`config.mk`:
```
export PLATFORM = sky130hd
export DESIGN_NAME = keypad_scan_4x4_flat
export DESIGN_NICKNAME = d
export VERILOG_FILES = /design/src/rtl/keypad_scan_4x4_pkg.sv /design/src/rtl/keypad_scan_4x4_if.sv /design/src/rtl/keypad_scan_4x4_tick.sv /design/src/rtl/keypad_scan_4x4.sv /design/src/flat_wrapper.sv
export SDC_FILE = /design/constraint.sdc
export NUM_CORES = 1
export LEC_CHECK = 0
export BUFFER_PORTS_ARGS = -buffer_cell sky130_fd_sc_hd__buf_2
export CAP_MARGIN = 20
export CELL_PAD_IN_SITES_DETAIL_PLACEMENT = 1
export CELL_PAD_IN_SITES_GLOBAL_PLACEMENT = 2
export CORE_ASPECT_RATIO = 1.5
export CORE_MARGIN = 2
export CORE_UTILIZATION = 41
export CTS_BUF_LIST = sky130_fd_sc_hd__clkbuf_2 sky130_fd_sc_hd__clkbuf_4 sky130_fd_sc_hd__clkbuf_8
export DETAILED_ROUTE_END_ITERATION = 12
export GPL_TIMING_DRIVEN = 0
export PLACE_DENSITY = 0.85
export SYNTH_ARGS = -nofsm -noshare
export SYNTH_HDL_FRONTEND = slang
export SYNTH_SLANG_ARGS = --single-unit
```
`constraint.sdc`:
```
create_clock -name clk -period 2.4 [get_ports clk]
set_clock_uncertainty 0.05 [all_clocks]
set_input_delay 0.12 -clock clk [delete_from_list [all_inputs] [get_ports clk]]
set_output_delay 0.12 -clock clk [all_outputs]
set_load 0.05 [all_outputs]
```
`src/rtl/keypad_scan_4x4_pkg.sv`:
```
// Shared definitions for the 4x4 keypad scanner: default timing, FSM states,
// key map and small 1-cold helpers.
package keypad_scan_4x4_pkg;

  localparam int DIV_W_DEF   = 14;
  localparam int DEB_CNT_DEF = 4;

  typedef enum logic [1:0] {
    ST_SCAN     = 2'd0,
    ST_DEBOUNCE = 2'd1,
    ST_HELD     = 2'd2,
    ST_RELEASE  = 2'd3
  } kp_state_e;

  // Legend printed on a PmodKYPD, indexed by {row, col}.
  function automatic logic [3:0] key_map(input logic [1:0] r, input logic [1:0] c);
    logic [3:0] code;
    case ({r, c})
      4'h0: code = 4'h1;
      4'h1: code = 4'h2;
      4'h2: code = 4'h3;
      4'h3: code = 4'hA;
      4'h4: code = 4'h4;
      4'h5: code = 4'h5;
      4'h6: code = 4'h6;
      4'h7: code = 4'hB;
      4'h8: code = 4'h7;
      4'h9: code = 4'h8;
      4'hA: code = 4'h9;
      4'hB: code = 4'hC;
      4'hC: code = 4'h0;
      4'hD: code = 4'hF;
      4'hE: code = 4'hE;
      4'hF: code = 4'hD;
    endcase
    return code;
  endfunction

  function automatic logic [3:0] one_cold(input logic [1:0] idx);
    return ~(4'b0001 << idx);
  endfunction

  // {valid, index}: valid only when exactly one bit of v is low.
  function automatic logic [2:0] decode_row(input logic [3:0] v);
    logic [2:0] res;
    case (v)
      4'b1110: res = 3'b100;
      4'b1101: res = 3'b101;
      4'b1011: res = 3'b110;
      4'b0111: res = 3'b111;
      default: res = 3'b000;
    endcase
    return res;
  endfunction

endpackage

```
`src/rtl/keypad_scan_4x4_if.sv`:
```
// Keypad pins plus decoded key outputs; master is the scanner side.
interface keypad_scan_4x4_if;
  logic [3:0] row;
  logic [3:0] col;
  logic [3:0] key_code;
  logic       key_valid;
  logic       key_held;

  modport master (input row, output col, output key_code, output key_valid, output key_held);
  modport slave  (output row, input col, input key_code, input key_valid, input key_held);
endinterface

```
`src/rtl/keypad_scan_4x4_tick.sv`:
```
// Free-running divider producing a one-clk enable when the counter is all ones;
// shared as a clock enable with the display multiplexer.
module scan_tick_gen #(
  parameter int DIV_W = 14
) (
  input  logic clk,
  input  logic clr_n,
  output logic tick
);

  logic [DIV_W-1:0] div_q, div_d;

  always_comb div_d = div_q + 1'b1;

  always_ff @(posedge clk or negedge clr_n) begin
    if (!clr_n) div_q <= '0;
    else        div_q <= div_d;
  end

  assign tick = &div_q;

endmodule

```
`src/rtl/keypad_scan_4x4.sv`:
```
// 4x4 matrix keypad scanner: 1-cold column drive, synchronised row sampling on a
// divider tick, debounced press/release and one key_valid pulse per accepted press.
module keypad_scan_4x4
  import keypad_scan_4x4_pkg::*;
#(
  parameter int DIV_W   = DIV_W_DEF,
  parameter int DEB_CNT = DEB_CNT_DEF
) (
  input logic                clk,
  input logic                clr_n,
  keypad_scan_4x4_if.master  kp
);

  localparam int              CNT_W   = $clog2(DEB_CNT + 1);
  localparam logic [CNT_W-1:0] CNT_MAX = CNT_W'(DEB_CNT);
  localparam logic [CNT_W-1:0] CNT_ONE = CNT_W'(1);

  logic tick;

  scan_tick_gen #(.DIV_W(DIV_W)) u_tick (
    .clk   (clk),
    .clr_n (clr_n),
    .tick  (tick)
  );

  kp_state_e        state_q, state_d;
  logic [3:0]       rs1_q, rs1_d, rs_q, rs_d;
  logic [1:0]       col_idx_q, col_idx_d;
  logic [1:0]       row_idx_q, row_idx_d;
  logic [CNT_W-1:0] cnt_q, cnt_d;
  logic [3:0]       col_q, col_d;
  logic [3:0]       key_code_q, key_code_d;
  logic             key_valid_q, key_valid_d;
  logic             key_held_q, key_held_d;

  logic [2:0]       row_dec;
  logic             row_bit;
  logic [CNT_W-1:0] cnt_inc;

  always_comb begin
    rs1_d       = kp.row;
    rs_d        = rs1_q;
    state_d     = state_q;
    col_idx_d   = col_idx_q;
    row_idx_d   = row_idx_q;
    cnt_d       = cnt_q;
    key_code_d  = key_code_q;
    key_valid_d = 1'b0;
    key_held_d  = key_held_q;

    row_dec = decode_row(rs_q);
    row_bit = rs_q[row_idx_q];
    cnt_inc = (cnt_q == CNT_MAX) ? cnt_q : cnt_q + 1'b1;

    // Everything below only moves on a scan tick; column drive is frozen
    // outside SCAN so only the latched key can be seen.
    if (tick) begin
      case (state_q)
        ST_SCAN: begin
          if (row_dec[2]) begin
            row_idx_d = row_dec[1:0];
            cnt_d     = CNT_ONE;
            if (DEB_CNT <= 1) begin
              key_code_d  = key_map(row_dec[1:0], col_idx_q);
              key_valid_d = 1'b1;
              key_held_d  = 1'b1;
              state_d     = ST_HELD;
            end else begin
              state_d = ST_DEBOUNCE;
            end
          end else begin
            col_idx_d = col_idx_q + 2'd1;
          end
        end
        ST_DEBOUNCE: begin
          if (rs_q == one_cold(row_idx_q)) begin
            cnt_d = cnt_inc;
            if (cnt_inc >= CNT_MAX) begin
              key_code_d  = key_map(row_idx_q, col_idx_q);
              key_valid_d = 1'b1;
              key_held_d  = 1'b1;
              state_d     = ST_HELD;
            end
          end else begin
            cnt_d     = '0;
            col_idx_d = col_idx_q + 2'd1;
            state_d   = ST_SCAN;
          end
        end
        ST_HELD: begin
          if (row_bit) begin
            cnt_d = CNT_ONE;
            if (DEB_CNT <= 1) begin
              key_held_d = 1'b0;
              col_idx_d  = col_idx_q + 2'd1;
              state_d    = ST_SCAN;
            end else begin
              state_d = ST_RELEASE;
            end
          end
        end
        ST_RELEASE: begin
          if (row_bit) begin
            cnt_d = cnt_inc;
            if (cnt_inc >= CNT_MAX) begin
              key_held_d = 1'b0;
              col_idx_d  = col_idx_q + 2'd1;
              state_d    = ST_SCAN;
            end
          end else begin
            cnt_d   = '0;
            state_d = ST_HELD;
          end
        end
        default: state_d = ST_SCAN;
      endcase
    end

    col_d = one_cold(col_idx_d);
  end

  always_ff @(posedge clk or negedge clr_n) begin
    if (!clr_n) begin
      state_q     <= ST_SCAN;
      rs1_q       <= 4'hF;
      rs_q        <= 4'hF;
      col_idx_q   <= 2'd0;
      row_idx_q   <= 2'd0;
      cnt_q       <= '0;
      col_q       <= 4'b1110;
      key_code_q  <= 4'h0;
      key_valid_q <= 1'b0;
      key_held_q  <= 1'b0;
    end else begin
      state_q     <= state_d;
      rs1_q       <= rs1_d;
      rs_q        <= rs_d;
      col_idx_q   <= col_idx_d;
      row_idx_q   <= row_idx_d;
      cnt_q       <= cnt_d;
      col_q       <= col_d;
      key_code_q  <= key_code_d;
      key_valid_q <= key_valid_d;
      key_held_q  <= key_held_d;
    end
  end

  assign kp.col       = col_q;
  assign kp.key_code  = key_code_q;
  assign kp.key_valid = key_valid_q;
  assign kp.key_held  = key_held_q;

endmodule

```
`src/flat_wrapper.sv`:
```
// flat-port wrapper written by rule: the top's interface ports become plain ports
module keypad_scan_4x4_flat import keypad_scan_4x4_pkg::*;
#(
  parameter int DIV_W   = DIV_W_DEF,
  parameter int DEB_CNT = DEB_CNT_DEF
)
  (clk, clr_n, kp_row, kp_col, kp_key_code, kp_key_valid, kp_key_held);
  keypad_scan_4x4_if kp_i ();
  input logic clk;
  input logic clr_n;
  input wire logic [$bits(kp_i.row)-1:0] kp_row;
  output wire logic [$bits(kp_i.col)-1:0] kp_col;
  output wire logic [$bits(kp_i.key_code)-1:0] kp_key_code;
  output wire logic [$bits(kp_i.key_valid)-1:0] kp_key_valid;
  output wire logic [$bits(kp_i.key_held)-1:0] kp_key_held;
  assign kp_i.row = kp_row;
  assign kp_col = kp_i.col;
  assign kp_key_code = kp_i.key_code;
  assign kp_key_valid = kp_i.key_valid;
  assign kp_key_held = kp_i.key_held;
  keypad_scan_4x4 #(.DIV_W(DIV_W), .DEB_CNT(DEB_CNT)) u_core (.clk(clk), .clr_n(clr_n), .kp(kp_i));
endmodule
```
## After elaboration in Yosys (flattened, before gate mapping)

Memories as Yosys holds them, arrays and structs flattened. A register that Yosys moved wholly into a read port is not among the register bits.
Cells that the tools add are included.
Widths: inputs -> output; s select.

- Add/subtract/negate cells: 3
- Order comparisons: 2
- Equality and inequality tests: 17
- Shift-type cells: 2
- Muxes and demuxes: 31
- Bitwise operators: 2
- Reductions and logical operators: 9

Operators by type and width:

| cell | number |
|---|---|
| $reduce_and 16->1 | 2 |
| $pmux 3 s4 | 2 |
| $mux 2 | 11 |
| $reduce_and 19->1 | 1 |
| $reduce_and 18->1 | 1 |
| $reduce_and 17->1 | 1 |
| $mux 3 | 5 |
| $add 14x1->14 const B | 1 |
| $reduce_and 14->1 | 1 |
| $eq 4x4->1 const B | 3 |
| $ne 2x1->1 const B | 6 |
| $mux 1 | 9 |
| $not 4->4 | 2 |
| $pmux 2 s4 | 1 |
| $shl 1x2->4 const A | 2 |
| $ne 3x3->1 const B | 2 |
| $pmux 2 s3 | 1 |
| $eq 2x2->1 const B | 2 |
| $eq 4x3->1 const B | 1 |
| $eq 4x4->1 | 1 |
| $add 3x1->3 const B | 1 |
| $eq 3x3->1 const B | 1 |
| $ge 3x3->1 const B | 1 |
| $lt 2x3->1 const B | 1 |
| 7 further kinds | 7 |

- Register bits: 37
- Memory bits (read-only): 64
- Input bits: 6
- Output and inout bits: 10
- Memories kept: 1

Memories:

| memory | words | bits a word | rd ports | clocked after memory_dff | write ports | line | text |
|---|---|---|---|---|---|---|---|
| (no name shown) | 16 | 4 | 1 | 1 | 0 | keypad_scan_4x4_pkg.sv:18 | `case ({r, c})` |

## Longest topological paths before layout

- Depth after elaboration: 9
- Gate-level depth with buffers: 7

## By module

From an unflattened synthesis, not the netlist that was laid out.

- Cells, all modules: 197
- Area, all modules: 2,053.2 um^2

By module, submodules not included:

| module | instances | cells an instance | area an instance (um^2) | seq. area each (um^2) |
|---|---|---|---|---|
| keypad_scan_4x4 | 1 | 143 | 1,442.6 | 689.4 |
| scan_tick_gen | 1 | 54 | 610.6 | 350.3 |

## Worst setup path after synthesis

OpenSTA, ideal clock, no wires.

- Kind: reg2reg
- Start point: register u_core.u_tick.div_q[0]
- End point: register u_core.col_idx_q[1]
- Data arrival time: 1.993 ns
- Required time: 2.225 ns
- Setup slack: 0.232 ns
- Stages on the path, launching flop included: 7
- Period minus slack after synthesis: 2.168 ns
- Path through: dfrtp_1 > ha_1 > nand3_1 > nor4_4 > a21bo_2 > a31oi_4 > mux2_2

- Cells in the longest elaborated chain, start to end: 2

RTL lines:

| item | line | text |
|---|---|---|
| start: declaration | keypad_scan_4x4_tick.sv:11 | `logic [DIV_W-1:0] div_q, div_d;` |
| start signal: assignment | keypad_scan_4x4_tick.sv:17 | `else div_q <= div_d;` |
| $reduce_and 14->1 | keypad_scan_4x4_tick.sv:20 | `assign tick = &div_q;` |
| $mux 2 | keypad_scan_4x4.sv:57 | `if (tick) begin` |
| net u_core.col_idx_d[1] | keypad_scan_4x4.sv:28 | `logic [1:0] col_idx_q, col_idx_d;` |
| end signal: assignment | keypad_scan_4x4.sv:138 | `col_idx_q <= col_idx_d;` |
| end: declaration | keypad_scan_4x4.sv:28 |  |

The timed path passes the listed nets, and every way through them passes these cells.
A chain may end at the register's enable or synchronous reset.

## Worst setup path in the final report

Ends and elaborated chain as after synthesis.

==> results.md <==
* Status: finished clean
* Tmin final at 2250 ps
* Fin. max-slew vios at 0
* Vias at 1425
* FF-to-FF Start: u_core.u_tick.div_q[0]$_DFF_PN0_
* VDD IR max at 0.000394 V
* Pwr Density at 529 nW/um^2
* Nets at 217
* Die X at 61.5 um
* Grt ovf at 0
* Main area contributors after synthesis: dfrtp_1 37%, dfstp_2 14%, xnor2_1 4.7%, ha_1 3.7%, nand2_1 3.7%
* Critical Path AT at 2380 ps
* Total track usage at 17.6%
* Post-synth top area share at 36.9%
* WL final at 4.19 mm
* Critical Path End Type: register
* Crit-path max cell delay at 390 ps
* Seq cells post-synth at 41
* Largest net degree at the start of global routing at 42
* Clock Pin Slew Worst Setup and Hold Paths at 70 ps
* Clk root buf: clkbuf_8
* Area added between synthesis and finish at 15.5%
* Vias per cell at 5.24
* Num CTS Buffers at 5
* Worst skew pair latency at 290 ps
* Period utilization at 93.7%
* Yosys cell types at 42
* Leakage at 1.03 nW
* H-tree levels at 2
* First-pass GRT wire length at 7.26 mm
* Slew HR at 40.4%
* TritonRoute pass-1 iters at 4
* Placed Area at 2190 sq um
* Average cell area after synthesis at 11.4 sq um
* Cells along the critical path: ha_1, nand3_1, nor4_4, a21bo_2, a31oi_4, mux2_2
* Final HPWL DP at 3.05 mm
* Power Total at 0.00124 W
* EDFF count, synth at 0
* I/O pin cnt at 16
* RSZ-0062 raised after global routing: no
* Number of I/O port buffers at 15
* Initial Util at 42.2%
* Share of the yosys chip area belonging to registers at 51.2%
* Tightest Pin Transition at 894 ps
* CTS max path bufs at 2
* Share of cells above drive strength 1 at 25.7%
* Syn_nets at 190
* Setup Crit Path Kind: register to register
* Slowest CP cell: dfrtp_1
* Worst Hold Class: register to register
* Vias in the first global route at 1518
* MaxCap Viol Count at 0
* CP top delay family: compound AO/OA/AOI/OAI gates
* DIE HEIGHT at 90.2 um
* Min Hold Slack at 307 ps
* Crit. Startpoint: u_core.u_tick.div_q[0]$_DFF_PN0_
* Synth warnings at 0
* Most common cell in the synthesized netlist: dfrtp_1
* Synthesized cell area at 2030 sq um
* Gpl congestion at 0.776
* Setup Viol. Count Final at 0
* Initial antenna violation count at 0
* Ant diodes at 0
* Clock sinks at 41
* WP buf/inv at 0
* CP max FO at 6
* Core ar. at 4810 sq um
* Die area at 5550 sq um
* CTS tree: done
* Hold Startpoint: u_core.rs1_q[0]$_DFF_PN1_
* Async SR Flop Fraction at 100%
* Leading area contributor after synthesis: dfrtp_1
* Cell count after synthesis at 178
* Critical Path RT at 2530 ps
* Routed WL per cell at 15.4 um
* Finished Core Util at 48.8%
* Site row count at 31
* DRC at 0
* Fin area at 2350 sq um
* Main synth FF type: dfrtp_1
* Sum of negative setup slack at 0 ps
* Post-route ant nets at 0
* Commonest cells post-synth: 30 x dfrtp_1, 20 x nand2_1, 14 x nor2_1
* Fmax at 0.445 GHz
* Final Hold Vio Count at 0
* Worst setup SP type: register
* Initial DRC Count at 33
[placed cells by master, fill, tap and decap left out, types with 5 or more instances in the layout]
master         netlist  layout
ha_1                 6       6
nand2_1             20      20
dfstp_2             11      11
dlygate4sd3_1        0       5
mux2_2               6       6
xnor2_1             11      11
nor2_1              14      14
o21ai_0              7       7
xor2_1               7       7
clkbuf_8             0       6
dfrtp_1             30      30
nand3_1             11      11
buf_2                0      15
inv_1                9       9
[what timing repair did]
item                                    CTS  global route
hold buffers                              5             0
endpoints found under the setup margin    1             4
setup buffers                             0             0
endpoints found under the hold margin    34             0
pin swaps                                 1             0
gates resized for setup                   0             2
[cell type report]
| type | count | area [sq um] |
|---|---|---|
| buffer | 3 | 26.3 |
| clock buffer | 8 | 97.6 |
| fill | 555 | 2460 |
| inverter | 10 | 37.5 |
| multi-input combinational | 124 | 938 |
| sequential | 41 | 1040 |
| tap | 66 | 82.6 |
| timing repair buffer | 20 | 125 |
[metrics by stage]
stage                     worst slack (ps)  instances
after floorplan                        232        178
after global placement                61.2        259
after detailed placement              1.76        259
after CTS                             63.9        272
after global routing                  11.6        272
final                                  151        272
[kinds of logic (layout without fill, tap and decap cells)]
logic type	Yosys count	count (layout)	share of synthesized area, %
mux	11	11	6.40
flops	41	41	51.2
compound gates	24	24	11.1
simple gates	65	65	16.7
xor+xnor	18	18	7.76
buf+inv	13	41	3.14
fa+ha+maj	6	6	3.69
[flip-flops by register name, indices dropped and copies added, names as in the netlist]
| register | flops |
|---|---|
| u_core.cnt_q | 3 |
| u_core.col_idx_q | 2 |
| u_core.kp.col | 4 |
| u_core.kp.key_code | 4 |
| u_core.kp.key_held | 1 |
| u_core.kp.key_valid | 1 |
| u_core.row_idx_q | 2 |
| u_core.rs1_q | 4 |
| u_core.rs_q | 4 |
| u_core.state_q | 2 |
| u_core.u_tick.div_q | 14 |
[worst register-to-register path: cells and delay by family, from the launching register on]
family | cells | cell delay (ps)
compound gates | 2 | 570
simple gates | 2 | 560
flops | 1 | 390
mux | 1 | 370
fa+ha+maj | 1 | 200
[report_power, final]
part / switching [W] / leakage [nW] / internal (W)
Sequential: 0.00000623 / 0.521 / 0.000703
Combinational: 0.0000270 / 0.461 / 0.0000190
Clock: 0.000230 / 0.0523 / 0.000257
Total: 0.000263 / 1.03 / 0.000979
[worst paths after layout]
path	to	cells after the start	slack [ps]
setup / recovery	u_core.col_idx_q[1]$_DFF_PN0_	6	150
hold / removal	u_core.rs_q[0]$_DFF_PN1_	0	310
setup reg to reg	u_core.col_idx_q[1]$_DFF_PN0_	6	150
hold reg to reg	u_core.rs_q[0]$_DFF_PN1_	0	310
max in group asynchronous	u_core.u_tick.div_q[12]$_DFF_PN0_	2	1300
min in group asynchronous	u_core.kp.key_code[3]$_DFFE_PN0P_	2	430
[per-layer routing]
metal / share of wire (%) / vias up / wire (um) / GRT usage [%]
li1: - / 675 / - / -
met3: 2.2 / 5 / 91 / 3.45
met4: 1.6 / 0 / 68 / 6.91
met5: 0 / - / 0 / 0
met1: 39 / 729 / 1630 / 19.9
met2: 57 / 16 / 2400 / 30.8
Note: power is estimated with default switching activity, not from simulation.
